<file path="src/rtl/servo_pwm_pkg.sv">
// Shared widths, clamp and slew helpers for the multi-channel servo PWM generator.
// Pure functions only; no state, no latency, no backpressure.
package servo_pwm_pkg;

  function automatic int us_cnt_w(input int period_us);
    return (period_us > 1) ? $clog2(period_us) : 1;
  endfunction

  function automatic int pre_w(input int clk_mhz);
    return (clk_mhz > 1) ? $clog2(clk_mhz) : 1;
  endfunction

  function automatic logic [31:0] clamp_us(input logic [31:0] v,
                                           input logic [31:0] lo,
                                           input logic [31:0] hi);
    if (v < lo) return lo;
    if (v > hi) return hi;
    return v;
  endfunction

  // Moves cur towards tgt by at most step; a zero step jumps straight to tgt.
  function automatic logic [31:0] slew_step(input logic [31:0] cur,
                                            input logic [31:0] tgt,
                                            input logic [31:0] step);
    if (step == 32'd0) return tgt;
    if (tgt > cur) return ((tgt - cur) > step) ? cur + step : tgt;
    return ((cur - tgt) > step) ? cur - step : tgt;
  endfunction

endpackage

</file>
<file path="src/rtl/servo_pwm_multi_if.sv">
// Control and pulse-output bundle between the PID/AXI side and the servo PWM block.
// Writes are single-cycle strobes with no backpressure; outputs are free-running.
interface servo_pwm_multi_if #(
  parameter int CHANNELS = 4,
  parameter int CTRL_W   = 16
);
  logic [CHANNELS*CTRL_W-1:0] ctrl_value;
  logic [CHANNELS-1:0]        ctrl_valid;
  logic [CHANNELS-1:0]        ch_enable;
  logic [CHANNELS-1:0]        pwm;
  logic                       frame_start;

  modport master (output ctrl_value, ctrl_valid, ch_enable, input pwm, frame_start);
  modport slave  (input ctrl_value, ctrl_valid, ch_enable, output pwm, frame_start);
endinterface

</file>
<file path="src/rtl/servo_pwm_chan.sv">
// One PWM channel: clamped pending width, frame-aligned shadow load with optional slew.
// Output registered, pulse starts one cycle after frame start; writes are never stalled.
module servo_pwm_chan
  import servo_pwm_pkg::*;
#(
  parameter int CTRL_W   = 16,
  parameter int US_CNT_W = 15,
  parameter int MIN_US   = 500,
  parameter int MAX_US   = 2500,
  parameter int RESET_US = 1500,
  parameter int SLEW_US  = 0
) (
  input  logic                sys_clk,
  input  logic                sys_rst_n,
  input  logic                fs,
  input  logic [US_CNT_W-1:0] frame_us,
  input  logic [CTRL_W-1:0]   ctrl_value,
  input  logic                ctrl_valid,
  input  logic                ch_enable,
  output logic                pwm
);

  logic [CTRL_W-1:0] pending;
  logic [CTRL_W-1:0] active;
  logic [CTRL_W-1:0] active_next;
  logic              en_q;
  logic              en_next;

  // Shadow values only move at the frame boundary so a pulse in flight is never reshaped.
  always_comb begin
    active_next = active;
    en_next     = en_q;
    if (fs) begin
      en_next     = ch_enable;
      active_next = CTRL_W'(slew_step(32'(active), 32'(pending), 32'(SLEW_US)));
    end
  end

  always_ff @(posedge sys_clk) begin
    if (!sys_rst_n) begin
      pending <= CTRL_W'(RESET_US);
      active  <= CTRL_W'(RESET_US);
      en_q    <= 1'b0;
      pwm     <= 1'b0;
    end else begin
      if (ctrl_valid)
        pending <= CTRL_W'(clamp_us(32'(ctrl_value), 32'(MIN_US), 32'(MAX_US)));
      active <= active_next;
      en_q   <= en_next;
      pwm    <= en_next && (32'(frame_us) < 32'(active_next));
    end
  end

endmodule

</file>
<file path="src/rtl/servo_pwm_multi.sv">
// Multi-channel servo PWM: shared microsecond prescaler and frame counter feeding per-channel units.
// New widths take effect at the next frame start plus one cycle; inputs are never backpressured.
module servo_pwm_multi
  import servo_pwm_pkg::*;
#(
  parameter int CLK_VAL_MHZ = 50,
  parameter int CHANNELS    = 4,
  parameter int CTRL_W      = 16,
  parameter int PERIOD_US   = 20000,
  parameter int MIN_US      = 500,
  parameter int MAX_US      = 2500,
  parameter int RESET_US    = 1500,
  parameter int SLEW_US     = 0
) (
  input  logic              sys_clk,
  input  logic              sys_rst_n,
  servo_pwm_multi_if.slave  bus
);

  localparam int US_CNT_W = us_cnt_w(PERIOD_US);
  localparam int PRE_W    = pre_w(CLK_VAL_MHZ);

  if (!(MIN_US <= RESET_US && RESET_US <= MAX_US && MAX_US < PERIOD_US &&
        (MAX_US >> CTRL_W) == 0 && CHANNELS >= 1 && CHANNELS <= 16)) begin : g_param_err
    $error("servo_pwm_multi: illegal parameter combination");
  end

  logic [PRE_W-1:0]    pre;
  logic [US_CNT_W-1:0] frame_us;
  logic                us_tick;
  logic                fs;
  logic                frame_start_q;
  logic [CHANNELS-1:0] pwm_q;

  assign us_tick = (pre == PRE_W'(CLK_VAL_MHZ - 1));
  // Reset leaves both counters at zero, so the first cycle after release is a frame start.
  assign fs      = (pre == '0) && (frame_us == '0);

  always_ff @(posedge sys_clk) begin
    if (!sys_rst_n) begin
      pre           <= '0;
      frame_us      <= '0;
      frame_start_q <= 1'b0;
    end else begin
      pre           <= us_tick ? '0 : pre + PRE_W'(1);
      frame_start_q <= fs;
      if (us_tick)
        frame_us <= (frame_us == US_CNT_W'(PERIOD_US - 1)) ? '0 : frame_us + US_CNT_W'(1);
    end
  end

  for (genvar k = 0; k < CHANNELS; k++) begin : g_chan
    servo_pwm_chan #(
      .CTRL_W   (CTRL_W),
      .US_CNT_W (US_CNT_W),
      .MIN_US   (MIN_US),
      .MAX_US   (MAX_US),
      .RESET_US (RESET_US),
      .SLEW_US  (SLEW_US)
    ) u_chan (
      .sys_clk    (sys_clk),
      .sys_rst_n  (sys_rst_n),
      .fs         (fs),
      .frame_us   (frame_us),
      .ctrl_value (bus.ctrl_value[k*CTRL_W +: CTRL_W]),
      .ctrl_valid (bus.ctrl_valid[k]),
      .ch_enable  (bus.ch_enable[k]),
      .pwm        (pwm_q[k])
    );
  end

  assign bus.pwm         = pwm_q;
  assign bus.frame_start = frame_start_q;

endmodule

</file>
<file path="src/flat_wrapper.sv">
// flat-port wrapper written by rule: the top's interface ports become plain ports
module servo_pwm_multi_flat import servo_pwm_pkg::*;
#(
  parameter int CLK_VAL_MHZ = 50,
  parameter int CHANNELS    = 4,
  parameter int CTRL_W      = 16,
  parameter int PERIOD_US   = 20000,
  parameter int MIN_US      = 500,
  parameter int MAX_US      = 2500,
  parameter int RESET_US    = 1500,
  parameter int SLEW_US     = 0
)
  (sys_clk, sys_rst_n, bus_ctrl_value, bus_ctrl_valid, bus_ch_enable, bus_pwm, bus_frame_start);
  servo_pwm_multi_if #(.CHANNELS(CHANNELS), .CTRL_W(CTRL_W)) bus_i ();
  input  logic sys_clk;
  input  logic sys_rst_n;
  input wire logic [$bits(bus_i.ctrl_value)-1:0] bus_ctrl_value;
  input wire logic [$bits(bus_i.ctrl_valid)-1:0] bus_ctrl_valid;
  input wire logic [$bits(bus_i.ch_enable)-1:0] bus_ch_enable;
  output wire logic [$bits(bus_i.pwm)-1:0] bus_pwm;
  output wire logic [$bits(bus_i.frame_start)-1:0] bus_frame_start;
  assign bus_i.ctrl_value = bus_ctrl_value;
  assign bus_i.ctrl_valid = bus_ctrl_valid;
  assign bus_i.ch_enable = bus_ch_enable;
  assign bus_pwm = bus_i.pwm;
  assign bus_frame_start = bus_i.frame_start;
  servo_pwm_multi #(.CLK_VAL_MHZ(CLK_VAL_MHZ), .CHANNELS(CHANNELS), .CTRL_W(CTRL_W), .PERIOD_US(PERIOD_US), .MIN_US(MIN_US), .MAX_US(MAX_US), .RESET_US(RESET_US), .SLEW_US(SLEW_US)) u_core (.sys_clk(sys_clk), .sys_rst_n(sys_rst_n), .bus(bus_i));
endmodule
</file>
<file path="config.mk">
export PLATFORM = sky130hd
export DESIGN_NAME = servo_pwm_multi_flat
export DESIGN_NICKNAME = d
export VERILOG_FILES = /design/src/rtl/servo_pwm_pkg.sv /design/src/rtl/servo_pwm_multi_if.sv /design/src/rtl/servo_pwm_chan.sv /design/src/rtl/servo_pwm_multi.sv /design/src/flat_wrapper.sv
export SDC_FILE = /design/constraint.sdc
export NUM_CORES = 1
export LEC_CHECK = 0
export BUFFER_PORTS_ARGS = -buffer_cell sky130_fd_sc_hd__buf_4
export CORE_MARGIN = 2
export CORE_UTILIZATION = 55
export CTS_CLUSTER_DIAMETER = 80
export DETAILED_ROUTE_END_ITERATION = 8
export PLACE_DENSITY = 0.73
export SLEW_MARGIN = 20
export SYNTH_ARGS = -nofsm -noshare
export SYNTH_HDL_FRONTEND = slang
export SYNTH_SLANG_ARGS = --single-unit
</file>
<file path="constraint.sdc">
create_clock -name sys_clk -period 7.5 [get_ports sys_clk]
set_clock_uncertainty 0.2 [all_clocks]
set_input_delay 0.75 -clock sys_clk [delete_from_list [all_inputs] [get_ports sys_clk]]
set_output_delay 0.75 -clock sys_clk [all_outputs]
set_load 0.005 [all_outputs]
</file>
Word level (Yosys, flattened, before mapping)

Index checks and enable logic that the tools add are counted.

$add $sub $neg: 10
Multiply operators: 0
Div/mod/pow operators: 0
Magnitude comparators: 24
Equality and inequality tests: 2
Shifts and indexed selects: 0
Multiplexer cells: 86
Bitwise operators: 1
Reduce and logical (&&, ||, !) cells: 8

Operators with widths:

| cell                  | number |
|---|---|
| $mux 16               | 40 |
| $gt 32x1->1 const B   | 8 |
| $sub 16x16->17        | 8 |
| $gt 16x12->1 const B  | 4 |
| $gt 16x16->1          | 4 |
| $lt 15x16->1          | 4 |
| $lt 16x9->1 const B   | 4 |
| $mux 1                | 45 |
| $add 15x1->15 const B | 1 |
| $eq 15x15->1 const B  | 1 |
| $logic_not 15->1      | 1 |
| $mux 15               | 1 |
| $add 6x1->6 const B   | 1 |
| $eq 6x6->1 const B    | 1 |
| $logic_not 6->1       | 1 |
| $logic_and 1x1->1     | 5 |
| $reduce_or 2->1       | 1 |
| $not 1->1             | 1 |

Bits in registers: 158
Bits in latches: 0
RAM bits: 0
ROM bits: 0
Input port bits: 74
Output and inout bits: 5
Logic and storage cells: 150
Memories kept: 0

Depth between registers and ports, before layout

Depth in word-level cells: 10
Gate-level depth with buffers: 15

By module

A second synthesis with hierarchy kept.

Cells, all modules: 783
Area total of the unflattened synthesis: 7669.9 um2

Modules (own cells, without submodules):

| module          | times used | cells each | area an instance (um2) |
|---|---|---|---|
| servo_pwm_chan  | 4          | 163        | 1641.6 |
| servo_pwm_multi | 1          | 131        | 1103.6 |

Worst setup path before layout

No wires, ideal clock.

Path type: register to register
Start: reg u_core.frame_us[0]
End: reg u_core.g_chan[0].u_chan.pwm
Setup time: 0.115 ns
Data arrival time: 2.909 ns
Required time: 7.185 ns
Slack: 4.277 ns
Cell stages (with the launch flop): 15
Buffers on the path: 2
Cell sequence: dfxtp_1 clkinv_1 ha_1 and4bb_2 nand4_4 nor2_8 buf_12 buf_6 mux2i_1 ha_1 nand4_1 a311o_1 a311oi_1 nor3_1 o21a_1

Longest elaborated chain between the ends: 5
Elaborated cells on any way between the ends: 6
Classes of those cells: order compare (1); mux (2); reduce/logical (3)

Ends and longest elaborated chain:

| what                   | RTL line              | RTL |
|---|---|---|
| from (decl)            | servo_pwm_multi.sv:29 | `logic [US_CNT_W-1:0] frame_us;` |
| from (signal assigned) | servo_pwm_multi.sv:48 | `frame_us <= (frame_us == US_CNT_W'(PERIOD_US - 1)) ? '0 : frame_us + US_CNT_W'(1);` |
| $logic_not 15->1       | servo_pwm_multi.sv:37 | `assign fs = (pre == '0) && (frame_us == '0);` |
| $logic_and 1x1->1      | servo_pwm_multi.sv:37 |  |
| $mux 16                | servo_pwm_chan.sv:33  | `if (fs) begin` |
| $lt 15x16->1           | servo_pwm_chan.sv:50  | `pwm <= en_next && (32'(frame_us) < 32'(active_next));` |
| $logic_and 1x1->1 *    | servo_pwm_chan.sv:50  |  |
| to (signal assigned)   | servo_pwm_chan.sv:50  |  |
| to (decl)              | servo_pwm_chan.sv:20  | `output logic pwm` |

Every way passes the cells marked *; elsewhere a longest branch is shown, timed or not.
A chain may end at the register's enable or synchronous reset.

Worst setup path in the final report

Ends and elaborated chain as after synthesis.

==> results.yml <==
outcome:
  status: "completed"
die:
  initial_utilization: 0.559
  die_footprint_mm2: 0.0142
  overall_die_height_um: 119
  design.portCount: 79
  floorplan.rows: 42
  core-area_mm2: 0.0131
  die_w_um: 119
placed_design:
  numPortBuffers: 78
  numPlacedInstances: 989
  routabilityCongestion: 0.935
  placed_cell_area_mm2: 0.00793
  dp.final_hpwl_um: 11900
route:
  vias_per_cell: 5.69
  route.detailed.wl_per_inst_um: 16.6
  met2RoutedLength_um: 8450
  drt-met1-wl_um: 7300
  vias: 5803
  dr_wl_met3_um: 756
  drt-initial-drc-count: 349
  drt_drc_violations_left: 0
  first_pass_iters: 5
  routed_wirelength_um: 17000
  routed.top_layer: "met4"
  detail-route-antenna-nets: 0
critical_path:
  startpoint_type: "flip-flop"
  cp_data_arrival_time_ns: 4.52
  crit_fanout: 36
  cp-end-kind: "flip-flop"
  endpoint_required_time_on_the_critical_path_ns: 7.62
  criticalPathCategory: "reg -> reg"
timing:
  slew_headroom: 0.538
  hold_viol_final: 0
  clock_period_minus_worst_slack_ns: 4.40
  totalNegativeSetupSlack_ns: 0
  grt_setup_unrepaired: "no"
  setup_violations: 0
  fin_crit_sh: 0.587
  max_freq_ghz: 0.227
  max_slew.worst_pin.slew_ns: 0.693
  report.final.slew_viol_count: 0
synthesis:
  ys_seq_elements: 158
  mappedNetlistNets: 898
  synthesis.yosys.warnings: 0
  synth.most_common_cell: "dfxtp_1"
  synth.avg_cell_area_um2: 9.58
  sequential_element_share_of_the_synthesized_area: 0.433
  netlist_area_before_placement_mm2: 0.00731
  synth_largest_area_cell: "dfxtp_1"
  synthesis.instances: 763
  synth_enable_flop_cells: 0
  synth.top_cell.area_share: 0.433
  leading_cell_types_by_total_area_after_synthesis: "dfxtp_1 43%, ha_1 10%, mux2i_1 9.2%"
  synthDistinctLibCells: 47
  yosys-top-cells-count: "158 x dfxtp_1, 77 x nor2_1, 67 x mux2i_1"
  yosys_most_used_dff: "dfxtp_1"
  postSynth.asyncResetShare: 0
clock_tree:
  cts_made_buffers: 17
  root_buffer: "clkbuf_16"
  cts.sinks: 158
  cts.reportedPaths.clkPinSlew_ns: 0.06
  postCtsSetupBuffers: 0
  post_cts_hold_buffer_count: 0
  post_cts.resized_instances: 0
  cts-htree-levels: 4
  tritoncts: "built"
  clock_tree.buffer_depth: 2
  clkLatencyLatePin_ns: 0.42
cells_and_area:
  syn_to_final_growth_pct: 16.5
  stdcell_area_mm2: 0.00851
  layout.cells.non_filler: 1020
  combined_area_of_the_multi_input_logic_cells_mm2: 0.00385
  num-fill-cells: 1077
  nets: 967
  share_of_post_route_cells_with_drive_strength_above_1: 0.139
  register_area_mm2: 0.00316
grt:
  grt_pass1_vias: 5794
  grt_max_degree: 56
  grt_first_pass_wirelength_um: 27800
  grt_usage: 0.246
  grt_antenna_before_repair: 1
  grt-ovfl-total: 0
pwr:
  largest_vdd_supply_drop_mv: 0.170
  power.leakage_nw: 3.80
  cellPowerDensity_mw_per_mm2: 225
hold_path:
  min-delay-path-class: "reg -> reg"
flow_run:
  drv_cap: 0
-- cell usage in the layout, fill, tap and decap left out, drive strengths merged, types with 8 or more instances in the layout --
cell and count:
and2 18, dfxtp 158, o211ai 8, nand4 19, nand2b 11, a21oi 33, inv 22, nor3 15
and3 8, nor2 80, o22a 16, o21ai 29, nand3 40, mux2i 67, ha 61, buf 80
nand2 63, clkbuf 23, a21o 19, xor2 10
-- state kept, by name, indices dropped and copies added, names as in the netlist --
| register | flops |
|---|---|
| u_core.g_chan.u_chan.active | 64 |
| u_core.g_chan.u_chan.pending | 64 |
| u_core.frame_us | 15 |
| u_core.pre | 6 |
| u_core.g_chan.u_chan.en_q | 4 |
| u_core.g_chan.u_chan.pwm | 4 |
| u_core.bus.frame_start | 1 |
-- routing by layer --
metal / global-route usage / vias to the layer above
met2: 0.424 / 135
met1: 0.293 / 2761
met4: 0.105 / 0
li1: - / 2864
met5: 0 / -
met3: 0.0599 / 43
-- final timing paths --
kind	startpoint	end	slack, ns	cells past startpoint
worst min register to register	u_core.g_chan[0].u_chan.pending[12]	u_core.g_chan[0].u_chan.pending[12]	0.25	1
worst min-delay path	u_core.g_chan[0].u_chan.pending[12]	u_core.g_chan[0].u_chan.pending[12]	0.25	1
worst max-delay path	u_core.frame_us[0]	u_core.g_chan[0].u_chan.pwm	3.10	13
worst max register to register	u_core.frame_us[0]	u_core.g_chan[0].u_chan.pwm	3.10	13
-- metrics by stage --
| stage | utilization | hold slack (ns) | setup WS, ns | total power (W) |
|---|---|---|---|---|
| after floorplan | - | 0.225 | 4.28 | 0.00103 |
| after global placement | 0.606 | 0.242 | 3.32 | 0.00107 |
| after detailed placement | 0.606 | 0.247 | 3.14 | 0.00108 |
| after CTS | 0.650 | 0.261 | 3.11 | 0.00192 |
| after global routing | 0.650 | 0.274 | 2.85 | 0.00198 |
| final | 0.651 | 0.254 | 3.10 | 0.00191 |
-- worst max-delay path, stage by stage (launching register included) --
cell	delay, ns
dfxtp_1	0.39
clkinv_1	0.19
ha_1	0.19
and4bb_2	0.27
nand4_4	0.23
nor2_8	0.62
buf_4	0.63
mux2i_1	0.21
ha_1	0.34
nand4_1	0.12
a311o_1	0.32
a311oi_1	0.25
nor3_1	0.10
o21a_1	0.19
-- where the power goes --
part,internal [W],switching [W],leakage (nW)
clock network,0.000535,0.000319,0.283
logic,0.0000846,0.000101,2.23
registers,0.000863,0.0000106,1.29
-- logic make-up after synthesis --
group,count (synthesis),synth area share
simple gates,267,0.182
flops,158,0.433
compound gates,139,0.128
mux,67,0.0918
fa+ha+maj,61,0.104
buf+inv,54,0.0402
xor+xnor,17,0.0204
-- cell type report --
cell class	instances	area share
Sequential cell	158	0.372
Tap cell	176	0.0259
Antenna cell	1	0.000294
Timing Repair Buffer	80	0.0706
Clock inverter	7	0.0132
Multi-Input combinational cell	551	0.453
Inverter	24	0.0106
Clock buffer	23	0.0550
Power figures use the tool's default switching activity.
